### src/rtl/hilo_div_ctrl.sv
// hilo_div_ctrl: EX-stage sequencer for the iterative divider; owns HI/LO and runs DIV/DIVU/MTHI/MTLO.
// Latency: DIV in EX at T -> div_req at T+1, HI/LO written on div_complete, retires from EX in DONE.
// Backpressure: ex_stall holds IF..EX for the whole launch/wait window. A new DIV is held in EX while a killed divide drains.
//
// Build option: define HILO_DIV0_BYPASS_EN to resolve a zero divisor locally.
// In that case the divider is skipped, lo = all ones, hi = dividend, and EX stalls for only one cycle.
//
// Ports:
//   clk, reset                     clock; synchronous active-high reset
//                                  (the enclosing top drives divider resetn = ~reset)
//   ex_valid, ex_div, ex_divu,     instruction in EX and its decode
//   ex_mthi, ex_mtlo
//   ex_flush                       later stage kills the EX instruction
//   ex_src_a, ex_src_b             rs / rt operand values
//   ex_stall                       hold IF..EX this cycle
//   hi, lo                         architectural HI/LO
//   div_err                        sticky: divider did not answer within TIMEOUT_CYC
//   div_req, div_signed,           request, signedness and operands to the divider
//   div_x, div_y
//   div_s, div_r, div_complete     quotient, remainder and one-cycle valid from the divider
module hilo_div_ctrl #(
  parameter int TIMEOUT_CYC = 40
) (
  input  logic        clk,
  input  logic        reset,
  input  logic        ex_valid,
  input  logic        ex_div,
  input  logic        ex_divu,
  input  logic        ex_mthi,
  input  logic        ex_mtlo,
  input  logic        ex_flush,
  input  logic [31:0] ex_src_a,
  input  logic [31:0] ex_src_b,
  output logic        ex_stall,
  output logic [31:0] hi,
  output logic [31:0] lo,
  output logic        div_err,
  output logic        div_req,
  output logic        div_signed,
  output logic [31:0] div_x,
  output logic [31:0] div_y,
  input  logic [31:0] div_s,
  input  logic [31:0] div_r,
  input  logic        div_complete
);

  localparam int CW = $clog2(TIMEOUT_CYC + 1);
  localparam logic [CW-1:0] TO_VAL = CW'(TIMEOUT_CYC);

  typedef enum logic [2:0] {
    S_IDLE   = 3'd0,
    S_LAUNCH = 3'd1,
    S_WAIT   = 3'd2,
    S_DRAIN  = 3'd3,
    S_DONE   = 3'd4
  } state_t;

  state_t        state;
  logic [CW-1:0] wait_cnt;
  logic          start;
  logic          div0;

  assign start = ex_valid & (ex_div | ex_divu) & ~ex_flush;

`ifdef HILO_DIV0_BYPASS_EN
  assign div0 = (ex_src_b == 32'd0);
`else
  assign div0 = 1'b0;
`endif

  // In DRAIN the killed instruction has already left EX. A new DIV must still
  // wait, because the divider is busy with the discarded operation.
  always_comb begin
    ex_stall = 1'b0;
    case (state)
      S_IDLE, S_DRAIN:  ex_stall = start;
      S_LAUNCH, S_WAIT: ex_stall = 1'b1;
      default:          ex_stall = 1'b0;
    endcase
  end

  always_ff @(posedge clk) begin
    if (reset) begin
      state      <= S_IDLE;
      hi         <= 32'd0;
      lo         <= 32'd0;
      div_req    <= 1'b0;
      div_signed <= 1'b0;
      div_x      <= 32'd0;
      div_y      <= 32'd0;
      div_err    <= 1'b0;
      wait_cnt   <= '0;
    end else begin
      div_req <= 1'b0;
      case (state)
        S_IDLE: begin
          if (start) begin
            if (div0) begin
              lo    <= 32'hFFFF_FFFF;
              hi    <= ex_src_a;
              state <= S_DONE;
            end else begin
              div_x      <= ex_src_a;
              div_y      <= ex_src_b;
              div_signed <= ex_div;
              div_req    <= 1'b1;     // high for exactly the LAUNCH cycle
              state      <= S_LAUNCH;
            end
          end else if (ex_valid && !ex_flush) begin
            if (ex_mthi) hi <= ex_src_a;
            if (ex_mtlo) lo <= ex_src_a;
          end
        end
        S_LAUNCH: begin
          // The request has already gone out and the divider cannot abort,
          // so a flush here still has to wait for the result and drop it.
          wait_cnt <= '0;
          state    <= ex_flush ? S_DRAIN : S_WAIT;
        end
        S_WAIT: begin
          // After a timeout the block stays frozen until reset.
          if (!div_err) begin
            if (ex_flush) begin
              // If the result lands in the same cycle as the kill, nothing is
              // left in flight, so return straight to IDLE without writing.
              state <= div_complete ? S_IDLE : S_DRAIN;
            end else if (div_complete) begin
              hi    <= div_r;
              lo    <= div_s;
              state <= S_DONE;
            end else if (wait_cnt == TO_VAL) begin
              div_err <= 1'b1;
            end else begin
              wait_cnt <= wait_cnt + CW'(1);
            end
          end
        end
        S_DRAIN: begin
          if (div_complete) state <= S_IDLE;
        end
        S_DONE: begin
          state <= S_IDLE;
        end
        default: state <= S_IDLE;
      endcase
    end
  end

endmodule
### config.mk
export PLATFORM = sky130hd
export DESIGN_NAME = hilo_div_ctrl
export DESIGN_NICKNAME = d
export VERILOG_FILES = /design/src/rtl/hilo_div_ctrl.sv
export SDC_FILE = /design/constraint.sdc
export NUM_CORES = 1
export LEC_CHECK = 0
export CAP_MARGIN = 40
export CORE_MARGIN = 4
export CORE_UTILIZATION = 47
export CTS_BUF_LIST = sky130_fd_sc_hd__clkbuf_8
export DETAILED_ROUTE_END_ITERATION = 10
export PLACE_DENSITY = 0.95
export REMOVE_ABC_BUFFERS = 1
export SETUP_SLACK_MARGIN = 0.1
export SYNTH_ARGS = -nofsm -noshare
export SYNTH_HDL_FRONTEND = slang
export SYNTH_SLANG_ARGS = --single-unit
export TNS_END_PERCENT = 10
### constraint.sdc
create_clock -name clk -period 4.4 [get_ports clk]
set_clock_uncertainty 0.05 [all_clocks]
set_input_delay 0.44 -clock clk [delete_from_list [all_inputs] [get_ports clk]]
set_output_delay 0.44 -clock clk [all_outputs]
set_load 0.02 [all_outputs]
==> summary.md, run 1 <==
| Metric | Value |
|---|---|
| Most frequent cells after synthesis | `nand2_1 (200), dfxtp_1 (140), a21oi_1 (68), a22oi_1 (64), clkbuf_1 (57)` |
| Global-route wire length before repair | `34,200 µm` |
| # diodes | `0` |
| GRT Total Usage | `29.0%` |
| Setup crit end kind | `output pin` |
| Largest net degree at the start of global routing | `65` |
| # hold bufs at CTS | `0` |
| Max Slew Vio Count | `0` |
| Post_cts resized | `0` |
| Max Freq | `between 300 and 400 MHz` |
| DR vias/cell | `5.77` |
| Post-synth ARST share | `0%` |
| Area leader, netlist | `dfxtp_1` |
| Top-count cell post-synth | `nand2_1` |
| Max IR drop VDD | `0.194 mV` |
| Arr. time, crit path | `around 2.8 ns` |
| Clock tree root driver cell | `clkbuf_8` |
| Hold Fails Final Rpt | `0` |
| DP Worst Slack | `between 1 and 1.5 ns` |
| Final setup violation count | `0` |
| Crit path kind | `flip-flop to output pin` |
| Pleak | `3.55 nW` |
| Grt ovf | `0` |
| Total core area | `12,700 µm²` |
| TritonRoute pass-1 iters | `7` |
| GP Congestion | `0.761` |
| CTS Buffer Depth | `2` |
| Slack of the critical path | `roughly 1.1 ns` |
| # IOs | `269` |
| Final wirelength | `22,200 µm` |
| EDFF count, synth | `0` |
| Post-DRT Antenna Nets | `0` |
| Worst Hold Class | `flip-flop to flip-flop` |
| HPWL after detailed placement | `between 15,000 and 20,000 µm` |
| Initial Util | `48.3%` |
| Clock latency on the worst-skew pair | `0.44 ns` |
| CTS tree | `done` |
| Warnings from Yosys | `0` |
| Row Count | `41` |
| Synth Instances | `751` |
| Crit path max fanout | `43` |
| Fill cell count | `957` |
| Yosys reg bits | `140` |
| Startpoint types | `flip-flop` |
| Clk sinks | `140` |
| Number of H-tree levels | `4` |
| Die height | `122 µm` |
| Post-Syn Area | `6140 µm²` |
| Vias in the first global route | `between 6,000 and 7,000` |
| Most used DFF post-synth | `dfxtp_1` |
| Worst-Margin Slew | `approximately 0.85 ns` |
| Synth area leaders | `dfxtp_1 (46%), nand2_1 (12%), a22oi_1 (7.8%)` |
| P&R area growth vs syn | `50.6%` |
| Placed cell count | `roughly 1,100` |
| Max-cap violations | `0` |
| Syn_area_per_cell | `8.18 µm²` |
| Tcrit/Tclk final | `74.4%` |
| # Post-CTS Setup Buffers | `0` |
| Seq/Total Area, Yosys | `a little under half` |
| Num CTS Buffers | `17` |
| Status | `finished clean` |
| Synth top area share | `~46%` |
| WP data required | `~3.9 ns` |
| IO buf count | `around 270` |
| DRC errors left | `0` |
| Wire length per cell | `around 19 µm` |
| Total number of vias | `just under 7,000` |
| Non-Filler Instances | `between 1,000 and 1,500` |
| Pwr per Cell Area | `325 nW/µm²` |
| Die width | `approximately 120 µm` |
| Synth unique cells | `42` |
| Initial DRC Count | `534` |
| Setup TNS | `0 ns` |
| Die ar. | `15,000 µm²` |
| NumNets Final | `1,120` |
| Initial antenna violation count | `0` |
| R2r setup slk | `1.67 ns` |
| Layout cell share with drive strength beyond 1 | `5.43%` |
| Tmin final | `approximately 3.3 ns` |
| RSZ-0062 raised after global routing | `false` |
| Max-slew headroom | `roughly 43%` |
| Worst-path clk slew | `0.08 ns` |
[cell usage in the layout (no fill, tap or decap), types with 8 or more instances in the layout]
master,instances
dfxtp_1,139
nand2_1,200
a21oi_1,68
o21bai_1,25
clkdlybuf4s50_1,267
o22ai_1,14
o21ai_0,55
a22oi_1,64
nor2_1,8
clkbuf_8,18
buf_4,12
o2bb2ai_1,50
[area by class of cell]
cell class              instances  area [µm²]  share of cell area, %
well taps                     172         215                   2.33
clock buffers                  18         248                   2.68
clock inverters                14         154                   1.66
inverters                       6        22.5                  0.244
repair buffers                281        2800                   30.2
multi-input cells             535        3010                   32.5
flip-flops and latches        140        2800                   30.3
[report_power, final]
| part | switching (mW) | internal [mW] | leakage (nW) | total [mW] |
|---|---|---|---|---|
| clock | 0.491 | 0.566 | 0.207 | 1.06 |
| combinational | 0.316 | 0.279 | 2.21 | 0.595 |
| sequential | 0.0357 | 1.32 | 1.14 | 1.36 |
| total | 0.842 | 2.17 | 3.55 | 3.01 |
[logic make-up after synthesis]
family	synth area share (%)
AO/OA/AOI/OAI	31.9
adder cells (fa/ha/maj)	0.408
buffers and inverters	5.60
flip-flops	45.6
AND/OR/NAND/NOR	16.5
[state kept, by name (all words and copies together), names as in the netlist]
register	cells
hi	32
wait_cnt	6
lo	32
div_signed	1
div_req	1
div_y	32
div_x	32
div_err	1
state	3
[layer usage]
| layer | routed length [µm] | GRT usage, % | vias up | part of all wire (%) |
|---|---|---|---|---|
| li1 | - | - | 3150 | - |
| met4 | 853 | 14.3 | 0 | 3.8 |
| met3 | 2390 | 10.9 | 63 | 11 |
| met5 | 0 | 0 | - | 0 |
| met2 | 10600 | 48.7 | 364 | 48 |
| met1 | 8360 | 32.3 | 3156 | 38 |
[worst max-delay path, cell delays in order (launching register included)]
cell	delay [ns]
dfxtp_2	0.89
buf_4	0.45
nand2b_1	0.12
a31oi_1	0.23
clkdlybuf4s50_1	0.64
[metrics by stage]
stage | util (%) | total power, mW | hold WS, ns | area [µm²]
after floorplan | - | 1.63 | 0.389 | 5820
after global placement | 69.3 | 1.96 | 0.390 | 8820
after detailed placement | 69.5 | 1.97 | 0.396 | 8840
after CTS | 72.7 | 3.02 | 0.401 | 9250
after global routing | 72.7 | 3.11 | 0.421 | 9250
final | 72.7 | 3.01 | 0.407 | 9250
[path summary, 6_finish.rpt]
kind	to	from	depth (start not counted)
max reg2reg	lo[14]	state[0]	7
min reg2reg	div_x[2]	div_x[2]	2
max	ex_stall	state[1]	4
min	div_x[2]	div_x[2]	2
Note: power is estimated with default switching activity, not from simulation.
==> inputs of run 2 (changes only) <==
CORE_UTILIZATION = 44   (was 47)
PLACE_DENSITY = 0.91   (was 0.95)
clock period = 3.3 ns   (was 4.4 ns; I/O delays follow)
==> run 2 against run 1 <==
Effect of this change: setup slack got worse by 0.46 ns; critical endpoint unchanged; power up 34%; largest cell class unchanged; final cell count grew 0.43%; utilization is 3.7 points lower; via count down 1.1%; wire length fell by 1.2%.
==> summary.md, run 2 (synthesis results as in run 1) <==
| Metric | Value |
|---|---|
| Status | `finished clean` |
| Max-slew headroom | `52.8%` |
| Largest net degree at the start of global routing | `66` |
| Global-route wire length before repair | `34,600 µm` |
| Total number of vias | `6,659` |
| Comb pwr share | `between 10% and 20%` |
| Pleak | `3.55 nW` |
| Die height | `126 µm` |
| Max Slew Vio Count | `0` |
| WP data required | `2.92 ns` |
| Post_cts resized | `0` |
| Int Pwr | `approximately 2.9 mW` |
| Sw Ratio | `27.8%` |
| Die ar. | `15,900 µm²` |
| Net Switching | `1.12 mW` |
| Die width | `between 100 and 150 µm` |
| Max Freq | `380 MHz` |
| CTS Buffer Depth | `2` |
| Post-DRT Antenna Nets | `0` |
| # hold bufs at CTS | `0` |
| Clk sinks | `140` |
| Arr. time, crit path | `2.25 ns` |
| Crit path max fanout | `35` |
| Grt ovf | `0` |
| Initial antenna violation count | `0` |
| Row Count | `42` |
| Clock tree root driver cell | `clkbuf_8` |
| DP Worst Slack | `0.641 ns` |
| Commonest cells after routing, fill and taps aside | `clkdlybuf4s50_1 (267), nand2_1 (200), dfxtp_1 (139)` |
| DR vias/cell | `5.69` |
| Layout cell share with drive strength beyond 1 | `5.53%` |
| Number of H-tree levels | `4` |
| Tmin final | `2.63 ns` |
| IO buf count | `268` |
| Startpoint types | `flip-flop` |
| Num CTS Buffers | `17` |
| CTS tree | `done` |
| GRT Total Usage | `26.8%` |
| Final setup violation count | `0` |
| Max IR drop VDD | `0.216 mV` |
| Hold Fails Final Rpt | `0` |
| Worst Hold Class | `input port to flip-flop` |
| Worst-path clk slew | `0.07 ns` |
| Initial Util | `~46%` |
| Max-cap violations | `0` |
| Crit path kind | `flip-flop to output pin` |
| Core Util, Final | `68.9%` |
| # diodes | `0` |
| Multi-input gate area | `3000 µm²` |
| TritonRoute pass-1 iters | `5` |
| Seq pwr share | `44.7%` |
| DRC errors left | `0` |
| NumNets Final | `1,122` |
| Fill cell count | `1,085` |
| Final wirelength | `21,900 µm` |
| Slack of the critical path | `between 0.6 and 0.7 ns` |
| Placed cell count | `1,140` |
| Clock latency on the worst-skew pair | `0.43 ns` |
| GP Congestion | `a little under 0.9` |
| Wire length per cell | `18.7 µm` |
| Sequential Area | `2800 µm²` |
| Commonest non-fill, non-tap cell in the layout | `clkdlybuf4s50_1` |
| # IOs | `269` |
| Pwr per Cell Area | `435 nW/µm²` |
| Initial DRC Count | `508` |
| Worst-Margin Slew | `0.707 ns` |
| # Post-CTS Setup Buffers | `0` |
| Non-Filler Instances | `~1,200` |
| Vias in the first global route | `6,686` |
| R2r setup slk | `0.90 ns` |
| P&R area growth vs syn | `51.0%` |
| RSZ-0062 raised after global routing | `false` |
| Tcrit/Tclk final | `79.8%` |
| Total core area | `13,500 µm²` |
| Setup crit end kind | `output pin` |
| HPWL after detailed placement | `14,900 µm` |
| Clock power share | `between 30% and 40%` |
run 2: cell count changes in the layout (fill, tap and decap cells not counted), sizes merged:
cell / change
clkinvlp: +1
buf: +2
inv: -1
clkbuf: +1
clkinv: -2
run 2: final cells by class:
class                           count  area share (%)
Multi-Input combinational cell    535            32.4
Timing Repair Buffer              283            30.4
Sequential cell                   140            30.2
Clock buffer                       19            2.82
Tap cell                          176            2.37
Clock inverter                     12            1.59
Inverter                            6           0.243
run 2: routing by layer:
layer	vias to the layer above	part of all wire [%]	global-route usage, %
li1	3152	-	-
met1	3140	39	31.1
met2	322	50	46.8
met3	45	8.9	7.62
met4	0	2.4	10.2
met5	-	0	0
run 2: power by group through the flow:
stage / Sequential, mW / Clock [mW] / Combinational [mW]
2_1_floorplan: 1.93 / 0 / 0.243
3_3_place_gp: 1.84 / 0 / 0.779
3_5_place_dp: 1.84 / 0 / 0.797
4_1_cts: 1.80 / 1.45 / 0.803
5_1_grt: 1.81 / 1.53 / 0.859
6_report: 1.80 / 1.43 / 0.803
run 2: critical path, stage by stage, from the launching register on:
cell and delay, ns:
dfxtp_2 0.76, nand2b_1 0.16, a31oi_1 0.25, clkdlybuf4s50_1 0.64
run 2: worst paths after layout:
| path | start | end | depth (start not counted) |
|---|---|---|---|
| max | state[1] | ex_stall | 3 |
| min | reset | div_err | 2 |
| max reg2reg | state[1] | lo[27] | 4 |
| min reg2reg | div_x[26] | div_x[26] | 2 |
run 2: stage by stage:
| stage | hold slack [ns] | power, mW | TNS (ns) | area, µm² |
|---|---|---|---|---|
| 4_1_cts | 0.331 | 4.06 | 0 | 9270 |
| 3_5_place_dp | 0.396 | 2.64 | 0 | 8860 |
| 5_1_grt | 0.355 | 4.20 | 0 | 9270 |
| 6_report | 0.365 | 4.04 | 0 | 9270 |
| 2_1_floorplan | 0.349 | 2.18 | -9.00 | 5820 |
| 3_3_place_gp | 0.390 | 2.62 | 0 | 8840 |
==> inputs of run 3 (changes only) <==
CORE_UTILIZATION = 39   (was 44)
PLACE_DENSITY = 0.86   (was 0.91)
clock period = 2.2 ns   (was 3.3 ns; I/O delays follow)
==> run 3 against run 2 <==
Effect of this change: critical path type is now flip-flop to flip-flop; non-clock buffer count increased by 12; power increased by 60%; largest cell class unchanged; wire length decreased by 0.61%; die area increased by 12%; clock-buffer cell count decreased by 2; critical endpoint is now hi[31]; register-to-register slack got worse by 0.81 ns; final cell count increased by 4.0%.
==> summary.md, run 3 (synthesis results as in run 1) <==
| Metric | Value |
|---|---|
| Status | `finished clean` |
| Initial DRC Count | `569` |
| Initial Util | `40.1%` |
| Multi-input gate area | `about 3000 µm²` |
| Setup crit end kind | `flip-flop` |
| Pleak | `3.67 nW` |
| Max IR drop VDD | `0.348 mV` |
| P&R area growth vs syn | `55.1%` |
| Fill cell count | `1,328` |
| Die width | `133 µm` |
| Crit path max fanout | `55` |
| Hold Fails Final Rpt | `0` |
| TritonRoute pass-1 iters | `8` |
| Design area | `9520 µm²` |
| Clock latency on the worst-skew pair | `0.43 ns` |
| Non-Filler Instances | `1,218` |
| Crit path kind | `flip-flop to flip-flop` |
| GRT Total Usage | `a little under a quarter` |
| Area after DPL | `between 9000 and 10,000 µm²` |
| Clk sinks | `140` |
| Total core area | `15,300 µm²` |
| Tmin final | `2.11 ns` |
| Placed cell count | `roughly 1,200` |
| Setup TNS | `0 ns` |
| DR vias/cell | `5.47` |
| Commonest cells after routing, fill and taps aside | `clkdlybuf4s50_1 (266), nand2_1 (200), dfxtp_1 (137)` |
| Vias in the first global route | `between 6,000 and 7,000` |
| DRC errors left | `0` |
| Grt ovf | `0` |
| Final setup violation count | `0` |
| Pwr per Cell Area | `676 nW/µm²` |
| Startpoint types | `flip-flop` |
| Wire length per cell | `17.9 µm` |
| Core Util, Final | `62.2%` |
| CTS tree | `done` |
| NumNets Final | `1,134` |
| Num CTS Buffers | `17` |
| Arr. time, crit path | `about 2.4 ns` |
| Max Slew Vio Count | `0` |
| Total number of vias | `around 6,700` |
| Max Freq | `473 MHz` |
| Largest net degree at the start of global routing | `66` |
| Initial antenna violation count | `0` |
| Slack of the critical path | `0.0876 ns` |
| Row Count | `45` |
| Max-slew headroom | `54.9%` |
| Post-DRT Antenna Nets | `0` |
| Clock tree root driver cell | `clkbuf_8` |
| GP Congestion | `0.830` |
| Die ar. | `17,800 µm²` |
| DP Worst Slack | `-0.0139 ns` |
| Worst Hold Class | `input port to flip-flop` |
| Commonest non-fill, non-tap cell in the layout | `clkdlybuf4s50_1` |
| Number of H-tree levels | `4` |
| Final wirelength | `21,800 µm` |
| Global-route wire length before repair | `33,900 µm` |
| Layout cell share with drive strength beyond 1 | `7.05%` |
| Max-cap violations | `0` |
| Die height | `between 100 and 150 µm` |
| # Post-CTS Setup Buffers | `0` |
| CTS Buffer Depth | `2` |
| RSZ-0062 raised after global routing | `true` |
| WP data required | `between 2 and 3 ns` |
| # diodes | `0` |
| # IOs | `between 200 and 300` |
| Worst-Margin Slew | `0.675 ns` |
| Tcrit/Tclk final | `96.0%` |
| Sequential Area | `2810 µm²` |
| IO buf count | `268` |
| Worst-path clk slew | `approximately 0.090 ns` |
| HPWL after detailed placement | `around 15,000 µm` |
[run 3: worst paths after layout]
| check | from | to | slack [ns] | cells after the start |
|---|---|---|---|---|
| min | ex_src_b[19] | div_y[19] | 0.26 | 3 |
| min reg2reg | div_y[11] | div_y[11] | 0.41 | 2 |
| max | state[2] | hi[31] | 0.09 | 5 |
| max reg2reg | state[2] | hi[31] | 0.09 | 5 |
[run 3: worst max-delay path, cell delays in order (launching register included)]
cell	delay [ns]
dfxtp_2	0.32
or2_2	0.30
buf_4	0.31
a21boi_1	0.63
o22ai_1	0.20
a22oi_1	0.22
[run 3: area by class of cell]
type | count | area share (%)
multi-input cells | 535 | 31.6
repair buffers | 295 | 30.9
flip-flops and latches | 140 | 29.5
well taps | 211 | 2.77
clock inverters | 14 | 2.55
clock buffers | 17 | 2.46
inverters | 6 | 0.236
[run 3: layer usage]
layer  global-route usage [%]  share of wire, %  wire length [µm]  up-vias
met5                        0                 0                 0        -
met4                     8.57               2.1               468        0
met3                     7.59               8.6              1880       43
met2                     41.0                49             10700      290
met1                     27.7                40              8730     3135
li1                         -                 -                 -     3189
[run 3: timing repair]
action / 4_1_cts / 5_1_grt
resized for setup: 1 / 1
hold endpoints to repair: 1 / 0
hold buffers: 1 / 0
endpoints found under the setup margin: 1 / 15
[run 3: power by group]
part           total (mW)  leakage, nW  internal, mW  switching (mW)
Sequential           2.70         1.14          2.64          0.0586
Combinational        1.24         2.29         0.592           0.648
Clock                2.50        0.240          1.47            1.04
[run 3: metrics by stage]
step / total power [mW] / hold WS, ns
floorplan: 3.26 / 0.239
global placement: 3.97 / 0.390
detailed placement: 3.99 / 0.396
CTS: 6.49 / 0.227
global route: 6.69 / 0.242
finish: 6.44 / 0.260
